==> config.mk <==
export PLATFORM = sky130hd
export DESIGN_NAME = alu_instr_decoder
export DESIGN_NICKNAME = d
export VERILOG_FILES = /design/src/rtl/alu_instr_decoder.sv
export SDC_FILE = /design/constraint.sdc
export NUM_CORES = 1
export LEC_CHECK = 0
export CAP_MARGIN = 5
export CORE_MARGIN = 2
export CORE_UTILIZATION = 42
export CTS_BUF_LIST = sky130_fd_sc_hd__clkbuf_16
export DETAILED_ROUTE_END_ITERATION = 8
export PLACE_DENSITY = 0.76
export SLEW_MARGIN = 15
export SYNTH_ARGS = -nofsm -noshare
export SYNTH_HDL_FRONTEND = slang
export SYNTH_SLANG_ARGS = --single-unit
==> constraint.sdc <==
create_clock -name clock -period 1.7 [get_ports clock]
set_input_delay 0.17 -clock clock [delete_from_list [all_inputs] [get_ports clock]]
set_output_delay 0.17 -clock clock [all_outputs]
set_load 0.01 [all_outputs]
==> src/rtl/alu_instr_decoder.sv <==
// ============================================================================
//  Module   : alu_instr_decoder
//  Purpose  : Registered RV32I decode stage with a two-entry skid buffer that
//             feeds the ALU its opcode/funct/immediate/register fields.
//  Revision : 1.0 - initial release
// ============================================================================
`default_nettype none

module alu_instr_decoder #(
    parameter int DATA_WIDTH    = 32,
    parameter int OPCODE_LENGTH = 7,
    parameter int FUNCT3_LENGTH = 3,
    parameter int FUNCT7_LENGTH = 7,
    parameter int COUNT_WIDTH   = 16
) (
    input  logic                     clock,
    input  logic                     reset,
    input  logic                     flush,
    input  logic [DATA_WIDTH-1:0]    in_instr,
    input  logic                     in_valid,
    output logic                     in_ready,
    output logic                     out_valid,
    input  logic                     out_ready,
    output logic [OPCODE_LENGTH-1:0] Opcode,
    output logic [FUNCT3_LENGTH-1:0] Funct3,
    output logic [FUNCT7_LENGTH-1:0] Funct7,
    output logic [11:0]              immI,
    output logic [19:0]              immU,
    output logic [4:0]               rs1_addr,
    output logic [4:0]               rs2_addr,
    output logic [4:0]               rd_addr,
    output logic                     illegal,
    output logic [COUNT_WIDTH-1:0]   decoded_count,
    output logic [7:0]               illegal_count
);

    localparam int c_ILL_CNT_WIDTH = 8;

    localparam logic [OPCODE_LENGTH-1:0] c_OP_R     = 7'b0110011;
    localparam logic [OPCODE_LENGTH-1:0] c_OP_IMM   = 7'b0010011;
    localparam logic [OPCODE_LENGTH-1:0] c_OP_LUI   = 7'b0110111;
    localparam logic [OPCODE_LENGTH-1:0] c_OP_AUIPC = 7'b0010111;

    localparam logic [FUNCT7_LENGTH-1:0] c_F7_BASE  = 7'b0000000;
    localparam logic [FUNCT7_LENGTH-1:0] c_F7_ALT   = 7'b0100000;

    localparam logic [FUNCT3_LENGTH-1:0] c_F3_ADD   = 3'b000;
    localparam logic [FUNCT3_LENGTH-1:0] c_F3_SLL   = 3'b001;
    localparam logic [FUNCT3_LENGTH-1:0] c_F3_SR    = 3'b101;

    typedef enum logic [1:0] {
        ST_EMPTY = 2'd0,
        ST_ONE   = 2'd1,
        ST_TWO   = 2'd2
    } state_t;

    // ------------------------------------------------------------------
    // Combinational decode of the incoming word
    // ------------------------------------------------------------------
    logic [OPCODE_LENGTH-1:0] w_opcode;
    logic [FUNCT3_LENGTH-1:0] w_funct3;
    logic [FUNCT7_LENGTH-1:0] w_funct7;
    logic                     w_illegal;

    assign w_opcode = in_instr[OPCODE_LENGTH-1:0];
    assign w_funct3 = in_instr[14:12];
    assign w_funct7 = in_instr[DATA_WIDTH-1:DATA_WIDTH-FUNCT7_LENGTH];

    always_comb begin
        w_illegal = 1'b1;
        case (w_opcode)
            c_OP_R: begin
                // The alternate funct7 only selects SUB and SRA
                w_illegal = !((w_funct7 == c_F7_BASE) ||
                              ((w_funct7 == c_F7_ALT) &&
                               ((w_funct3 == c_F3_ADD) || (w_funct3 == c_F3_SR))));
            end
            c_OP_IMM: begin
                case (w_funct3)
                    c_F3_SLL: w_illegal = (w_funct7 != c_F7_BASE);
                    c_F3_SR:  w_illegal = !((w_funct7 == c_F7_BASE) ||
                                            (w_funct7 == c_F7_ALT));
                    default:  w_illegal = 1'b0;
                endcase
            end
            c_OP_LUI:   w_illegal = 1'b0;
            c_OP_AUIPC: w_illegal = 1'b0;
            default:    w_illegal = 1'b1;
        endcase
    end

    // ------------------------------------------------------------------
    // Buffer state and storage
    // ------------------------------------------------------------------
    state_t                     state_q,      state_d;
    logic                       in_ready_q,   in_ready_d;
    logic [DATA_WIDTH-1:0]      main_instr_q, main_instr_d;
    logic                       main_ill_q,   main_ill_d;
    logic [DATA_WIDTH-1:0]      skid_instr_q, skid_instr_d;
    logic                       skid_ill_q,   skid_ill_d;
    logic [COUNT_WIDTH-1:0]     dec_cnt_q,    dec_cnt_d;
    logic [c_ILL_CNT_WIDTH-1:0] ill_cnt_q,    ill_cnt_d;

    logic w_accept;
    logic w_pop;

    assign out_valid = (state_q != ST_EMPTY);
    assign in_ready  = in_ready_q & ~flush;
    assign w_accept  = in_valid & in_ready;
    assign w_pop     = out_valid & out_ready;

    always_comb begin
        state_d      = state_q;
        main_instr_d = main_instr_q;
        main_ill_d   = main_ill_q;
        skid_instr_d = skid_instr_q;
        skid_ill_d   = skid_ill_q;
        dec_cnt_d    = dec_cnt_q;
        ill_cnt_d    = ill_cnt_q;

        case (state_q)
            ST_EMPTY: begin
                if (w_accept) begin
                    main_instr_d = in_instr;
                    main_ill_d   = w_illegal;
                    state_d      = ST_ONE;
                end
            end
            ST_ONE: begin
                if (w_accept && w_pop) begin
                    main_instr_d = in_instr;
                    main_ill_d   = w_illegal;
                end else if (w_accept) begin
                    skid_instr_d = in_instr;
                    skid_ill_d   = w_illegal;
                    state_d      = ST_TWO;
                end else if (w_pop) begin
                    state_d      = ST_EMPTY;
                end
            end
            ST_TWO: begin
                if (w_pop) begin
                    main_instr_d = skid_instr_q;
                    main_ill_d   = skid_ill_q;
                    state_d      = ST_ONE;
                end
            end
            default: state_d = ST_EMPTY;
        endcase

        if (w_accept) begin
            dec_cnt_d = dec_cnt_q + COUNT_WIDTH'(1);
            if (w_illegal && (ill_cnt_q != {c_ILL_CNT_WIDTH{1'b1}})) begin
                ill_cnt_d = ill_cnt_q + c_ILL_CNT_WIDTH'(1);
            end
        end

        // Flush discards buffered entries but leaves the counters alone
        if (flush) begin
            state_d    = ST_EMPTY;
            main_ill_d = 1'b0;
            skid_ill_d = 1'b0;
        end
    end

    assign in_ready_d = (state_d != ST_TWO);

    always_ff @(posedge clock) begin
        if (reset) begin
            state_q      <= ST_EMPTY;
            in_ready_q   <= 1'b1;
            main_instr_q <= '0;
            main_ill_q   <= 1'b0;
            skid_instr_q <= '0;
            skid_ill_q   <= 1'b0;
            dec_cnt_q    <= '0;
            ill_cnt_q    <= '0;
        end else begin
            state_q      <= state_d;
            in_ready_q   <= in_ready_d;
            main_instr_q <= main_instr_d;
            main_ill_q   <= main_ill_d;
            skid_instr_q <= skid_instr_d;
            skid_ill_q   <= skid_ill_d;
            dec_cnt_q    <= dec_cnt_d;
            ill_cnt_q    <= ill_cnt_d;
        end
    end

    // ------------------------------------------------------------------
    // Field outputs come straight from the main entry
    // ------------------------------------------------------------------
    assign Opcode        = main_instr_q[OPCODE_LENGTH-1:0];
    assign Funct3        = main_instr_q[14:12];
    assign Funct7        = main_instr_q[DATA_WIDTH-1:DATA_WIDTH-FUNCT7_LENGTH];
    assign immI          = main_instr_q[31:20];
    assign immU          = main_instr_q[31:12];
    assign rs1_addr      = main_instr_q[19:15];
    assign rs2_addr      = main_instr_q[24:20];
    assign rd_addr       = main_instr_q[11:7];
    assign illegal       = main_ill_q;
    assign decoded_count = dec_cnt_q;
    assign illegal_count = ill_cnt_q;

endmodule

`default_nettype wire

==> After elaboration in Yosys (flattened, before gate mapping) <==
Index checks and enable logic that the tools add are counted.
W data, S select, Z words.
{ "op_classes": {"mux": 17, "eq_ne": 14, "n_reduce_logical": 19, "bitwise_logic": 5, "n_addsub": 2} }
{ "op_table": {"columns": ["operator", "count"], "rows": [
  ["$mux W32", 3],
  ["$pmux W32 S3", 1],
  ["$eq A7 B6 Y1 const B", 3],
  ["$add A16 B1 Y16 const B", 1],
  ["$eq A7 B5 Y1 const B", 2],
  ["$mux W2", 6],
  ["$add A8 B1 Y8 const B", 1],
  ["$ne A2 B2 Y1 const B", 4],
  ["$ne A8 B8 Y1 const B", 1],
  ["$logic_not A7 Y1", 1],
  ["$reduce_bool A7 Y1", 1],
  ["$pmux W1 S3", 2],
  ["$pmux W2 S3", 1],
  ["$reduce_and A4 Y1", 1],
  ["$reduce_or A2 Y1", 2],
  ["$and A1 B1 Y1", 3],
  ["$eq A3 B1 Y1 const B", 1],
  ["$eq A3 B3 Y1 const B", 1],
  ["$logic_and A1 B1 Y1", 3],
  ["$logic_not A3 Y1", 1],
  ["$logic_or A1 B1 Y1", 3],
  ["$mux W1", 3],
  ["$reduce_and A3 Y1", 1],
  ["$reduce_bool A3 Y1", 1],
  ["other kinds (8)", 10]
]} }
{ "totals": {"reg_bits": 93, "output_inout_bits": 91, "input_bits": 37, "elab_cells": 65} }

==> Logic depth before layout (Yosys ltp) <==
{ "logic_depth": {"ltp_word": 8, "mapped_depth": 7, "depth_no_buf": 6} }

==> Worst setup path before layout <==
OpenSTA, ideal clock, no wires.
{ "synth_timing": {"path_type": "input to register", "start": "input in_instr[25]", "end": "register ill_cnt_q[0], in the netlist illegal_count[0]", "setup_time_ps": 121, "t_arrival_ps": 1598, "path_buffers": 1, "t_required_ps": 1579, "setup_slack_ps": -19, "cell_stages": 6, "cell_sequence": "or4_1 a211oi_1 o311a_1 buf_6 nor2_1 mux2_4"} }
{ "synth_via": {"elab_chain_len": 7, "elab_cells_between_ends": 12, "classes_between": "1 x eq/ne; 2 x mux; 9 x reduce/logical"} }
{ "synth_lines": {"columns": ["item", "line", "rtl"], "rows": [
  ["start, declared", "19", "input logic [DATA_WIDTH-1:0] in_instr,"],
  ["$eq A7 B6 Y1 or $logic_not A7 Y1 (tied branches)", null, null],
  ["$logic_or A1 B1 Y1 or $logic_and A1 B1 Y1 (tied branches)", "81, 75", null],
  ["$logic_not A1 Y1 or $logic_or A1 B1 Y1 (tied branches)", "81, 74", null],
  ["$pmux W1 S2 or $logic_not A1 Y1 (tied branches)", "79, 74", null],
  ["$pmux W1 S3 (*)", "71", "case (w_opcode)"],
  ["$logic_and A1 B1 Y1 (*)", "153", "if (w_illegal && (ill_cnt_q != {c_ILL_CNT_WIDTH{1'b1}})) begin"],
  ["$reduce_and A2 Y1 (no source line) (*)", null, null],
  ["end signal, assigned", "186", "ill_cnt_q <= ill_cnt_d;"],
  ["end, declared", "102", "logic [c_ILL_CNT_WIDTH-1:0] ill_cnt_q, ill_cnt_d;"]
]} }
Mark *: on every way between the ends. The rest lies on a longest branch, timed or not.
A chain may end at the register's enable or synchronous reset.

==> Final worst setup path <==
{ "layout_timing": {"start": "input in_instr[25]", "end": "register ill_cnt_q[4], in the netlist illegal_count[4]"} }
The elaborated chain is that of the path after synthesis.

==> impl_metrics.csv <==
group,metric,value,unit
timing,finalCriticalPeriod,1.685,ns
cells_and_area,finalNetCount,644,
timing,max-slew-margin-rel,74.18,%
floorplan,fp.dieArea,10750,sq um
yosys,yosys.area.top_type_share,44.62,%
placement,place.gp.congestion,0.7372,
yosys,ys_async_sr_fraction,0,%
drt,ant_nets,0,
drt,wire_per_inst,14.51,um
global_routing,top_usage_layer,"met2",
yosys,ys.flop_type,"dfxtp_1",
cts,clock_sinks,93,
timing,rsz0062_at_grt,"yes",
yosys,yosys_warnings,0,
drt,drt-initial-drc-count,97,
yosys,synth_area,4173,sq um
hold_path,hold-path-cell-count,4,
drt,drc_errors,0,
yosys,yosysMostFrequentCell,"dfxtp_1",
timing,max_freq,593.3,MHz
worst_setup_path,critPathRequiredTime,1.92,ns
pwr,leakage,0.002476,uW
worst_setup_path,cp.arrival,1.91,ns
hold_path,holdPathEnd,"skid_instr_q[31]$_SDFFE_PP0P_",
global_routing,grt_max_degree,63,
floorplan,rows,36,
floorplan,ios,128,
cts,cts-root-buf,"clkbuf_16",
drt,vias_per_cell,5.015,
cells_and_area,antenna_cells,0,
yosys,synthTopCellsByArea,"dfxtp_1 (45%), mux2i_1 (8.2%), nand2_1 (6.7%)",
yosys,synth-seq-cells,93,
global_routing,use_met2,34.67,%
worst_setup_path,worst-r2r-cell-count,6,
worst_setup_path,crit_type,"in2reg",
worst_setup_path,crit_fanout,7,
global_routing,grt.met1_usage,20.84,%
cts,cts_tree,"yes",
cts,clk_pin_slew_worst_paths,0.06,ns
status,status,"finished, final reports clean",
hold_path,min_path_type,"in2reg",
yosys,synth_commonest_cells,"dfxtp_1 (93), nand2_1 (74), nor2_1 (58)",
floorplan,dieHeight,103.7,um
global_routing,grt_use_total,18.87,%
drt,drt_wl_total,10750,um
drt,routed-via-count,3716,
pwr,p_total,5215,uW
global_routing,grt_util_met3,3.713,%
timing,finalHoldViolCount,0,
worst_setup_path,cp-end-kind,"flip-flop",
timing,skew,0.005497,ns
worst_setup_path,r2r-start,"illegal_count[0]$_SDFFE_PP0P_",
yosys,syn_nets,520,
global_routing,antenna_found_initial,0,
cts,htreeDepth,3,
drt,dr.pass1.iters,5,
yosys,yosysTopAreaCell,"dfxtp_1",
timing,setup_tns,0,ns
pwr,p_per_area,850.6,nW/um^2
floorplan,fp.dieW,103.7,um
yosys,yosysSeqAreaShare,44.62,%
placement,place_hpwl,7009,um
worst_setup_path,startpoint_type,"primary input",
timing,whs,0.2525,ns
yosys,synthCells,481,
cts,clockBufferDepth,2,
timing,setup_viol,0,
cells_and_area,drive_above_1_share,16.12,%
job,cap_violations,0,
cells_and_area,synthToLayoutAreaGrowth,46.93,%
floorplan,core,9729,sq um
timing,drv_slew,0,
yosys,synth-edff-count,0,
cts,cts-buffers-inserted,9,
global_routing,grt_first_pass_wirelength,16820,um
cells_and_area,fin_util,63.01,%
floorplan,start_util,42.89,%
cts,insertion_delay,0.34,ns
global_routing,overflow,0,
global_routing,grt_pass1_vias,3691,
pwr,vdd_drop_max,0.0005905,V
timing,fin_crit_sh,99.14,%
cts,hold_buffers,0,
worst_setup_path,timing.rr.end,"illegal_count[7]$_SDFFE_PP0P_",
placement,numPortBuffers,127,
yosys,syn-mean-instance-area,8.675,sq um
yosys,synth_cell_types,44,
worst_setup_path,r2r_slack,0.05,ns
hold_path,min-delay-start,"in_instr[31]",
timing,tightest_slew,0.3874,ns
==> where the power goes <==
part | internal (uW) | total (uW) | switching [uW]
combinational | 403 | 715 | 312
sequential | 2250 | 2300 | 49.8
clock | 1410 | 2210 | 791
total | 4060 | 5220 | 1150
==> layout by cell type (no fill, tap or decap), types with 3 or more instances in the layout <==
cell type	Yosys	routed
dlygate4sd2_1	0	8
clkdlybuf4s50_1	0	112
nor2b_1	8	7
and3_1	4	4
nor2_1	58	56
nand3_1	11	10
mux2_4	3	3
clkbuf_16	0	10
buf_4	32	39
dlymetal6s2s_1	0	3
a21oi_1	38	36
mux2i_1	34	34
a211oi_1	33	31
buf_6	1	6
xnor2_1	4	4
bufinv_16	0	3
buf_12	0	3
inv_1	3	3
nand2_1	74	74
dfxtp_1	93	87
nand4_1	4	4
xor2_1	11	11
dfxtp_2	0	4
==> final cells by class <==
type	count	area, sq um
clock inverters	5	101.3
flip-flops and latches	93	1874
fillers	823	3598
repair buffers	176	1704
inverters	3	11.26
multi-input cells	322	2048
clock buffers	9	225.2
well taps	133	166.4
==> worst max-delay path, stage by stage <==
cell,delay [ns]
dlygate4sd2_1,0.25
or4_4,0.57
a211oi_2,0.19
o311a_4,0.29
buf_6,0.12
nor3_2,0.04
mux2_4,0.28
==> kinds of logic (layout without fill, tap and decap cells) <==
kind of cell | count (synthesis) | count (layout) | share of synthesized area (%)
fa+ha+maj | 2 | 2 | 0.5996
flops | 93 | 93 | 44.62
mux | 39 | 39 | 9.775
simple gates | 182 | 182 | 19.67
buf+inv | 66 | 193 | 9.385
compound gates | 84 | 84 | 12.80
xor+xnor | 15 | 15 | 3.148
==> sequential cells by signal, summed over array words and instances, names as in the netlist <==
name	flops
in_ready_q	1
illegal_count	8
illegal	1
state_q	2
main_instr_q	32
skid_instr_q	32
skid_ill_q	1
decoded_count	16
==> timing repair <==
item,CTS,global route
pin swaps,5,15
buffers inserted,1,7
resized for setup,30,23
cloned,0,3
setup endpoints to repair,11,61
==> per-layer routing <==
metal  vias to the layer above  share of wire [%]
met3                        23                4.9
met4                         0                2.8
met1                      1719                 41
li1                       1862                  -
met5                         -                  0
met2                       112                 51
==> worst max path at each step <==
| stage | start | end | slack, ns | depth (start not counted) |
|---|---|---|---|---|
| after global placement | in_instr[5] | illegal_count[5]$_SDFFE_PP0P_ | -0.68 | 6 |
| final | in_instr[25] | illegal_count[4]$_SDFFE_PP0P_ | 0.01 | 7 |
| after floorplan | in_instr[5] | illegal_count[6]$_SDFFE_PP0P_ | -0.003 | 6 |
| after global routing | flush | main_instr_q[31]$_SDFFE_PP0P_ | -0.03 | 7 |
| after CTS | flush | decoded_count[13]$_SDFFE_PP0P_ | -0.005 | 8 |
| after detailed placement | in_instr[5] | illegal_count[5]$_SDFFE_PP0P_ | -0.70 | 6 |
==> metrics by stage <==
stage / cells / setup slack [ns] / area [sq um]
after floorplan: 481 / -0.003421 / 4178
after global placement: 717 / -0.6757 / 5589
after detailed placement: 717 / -0.7048 / 5589
after CTS: 732 / -0.005070 / 6000
after global routing: 741 / -0.03242 / 6131
final: 741 / 0.01458 / 6131
No activity file was read; power rests on OpenSTA's default activity.
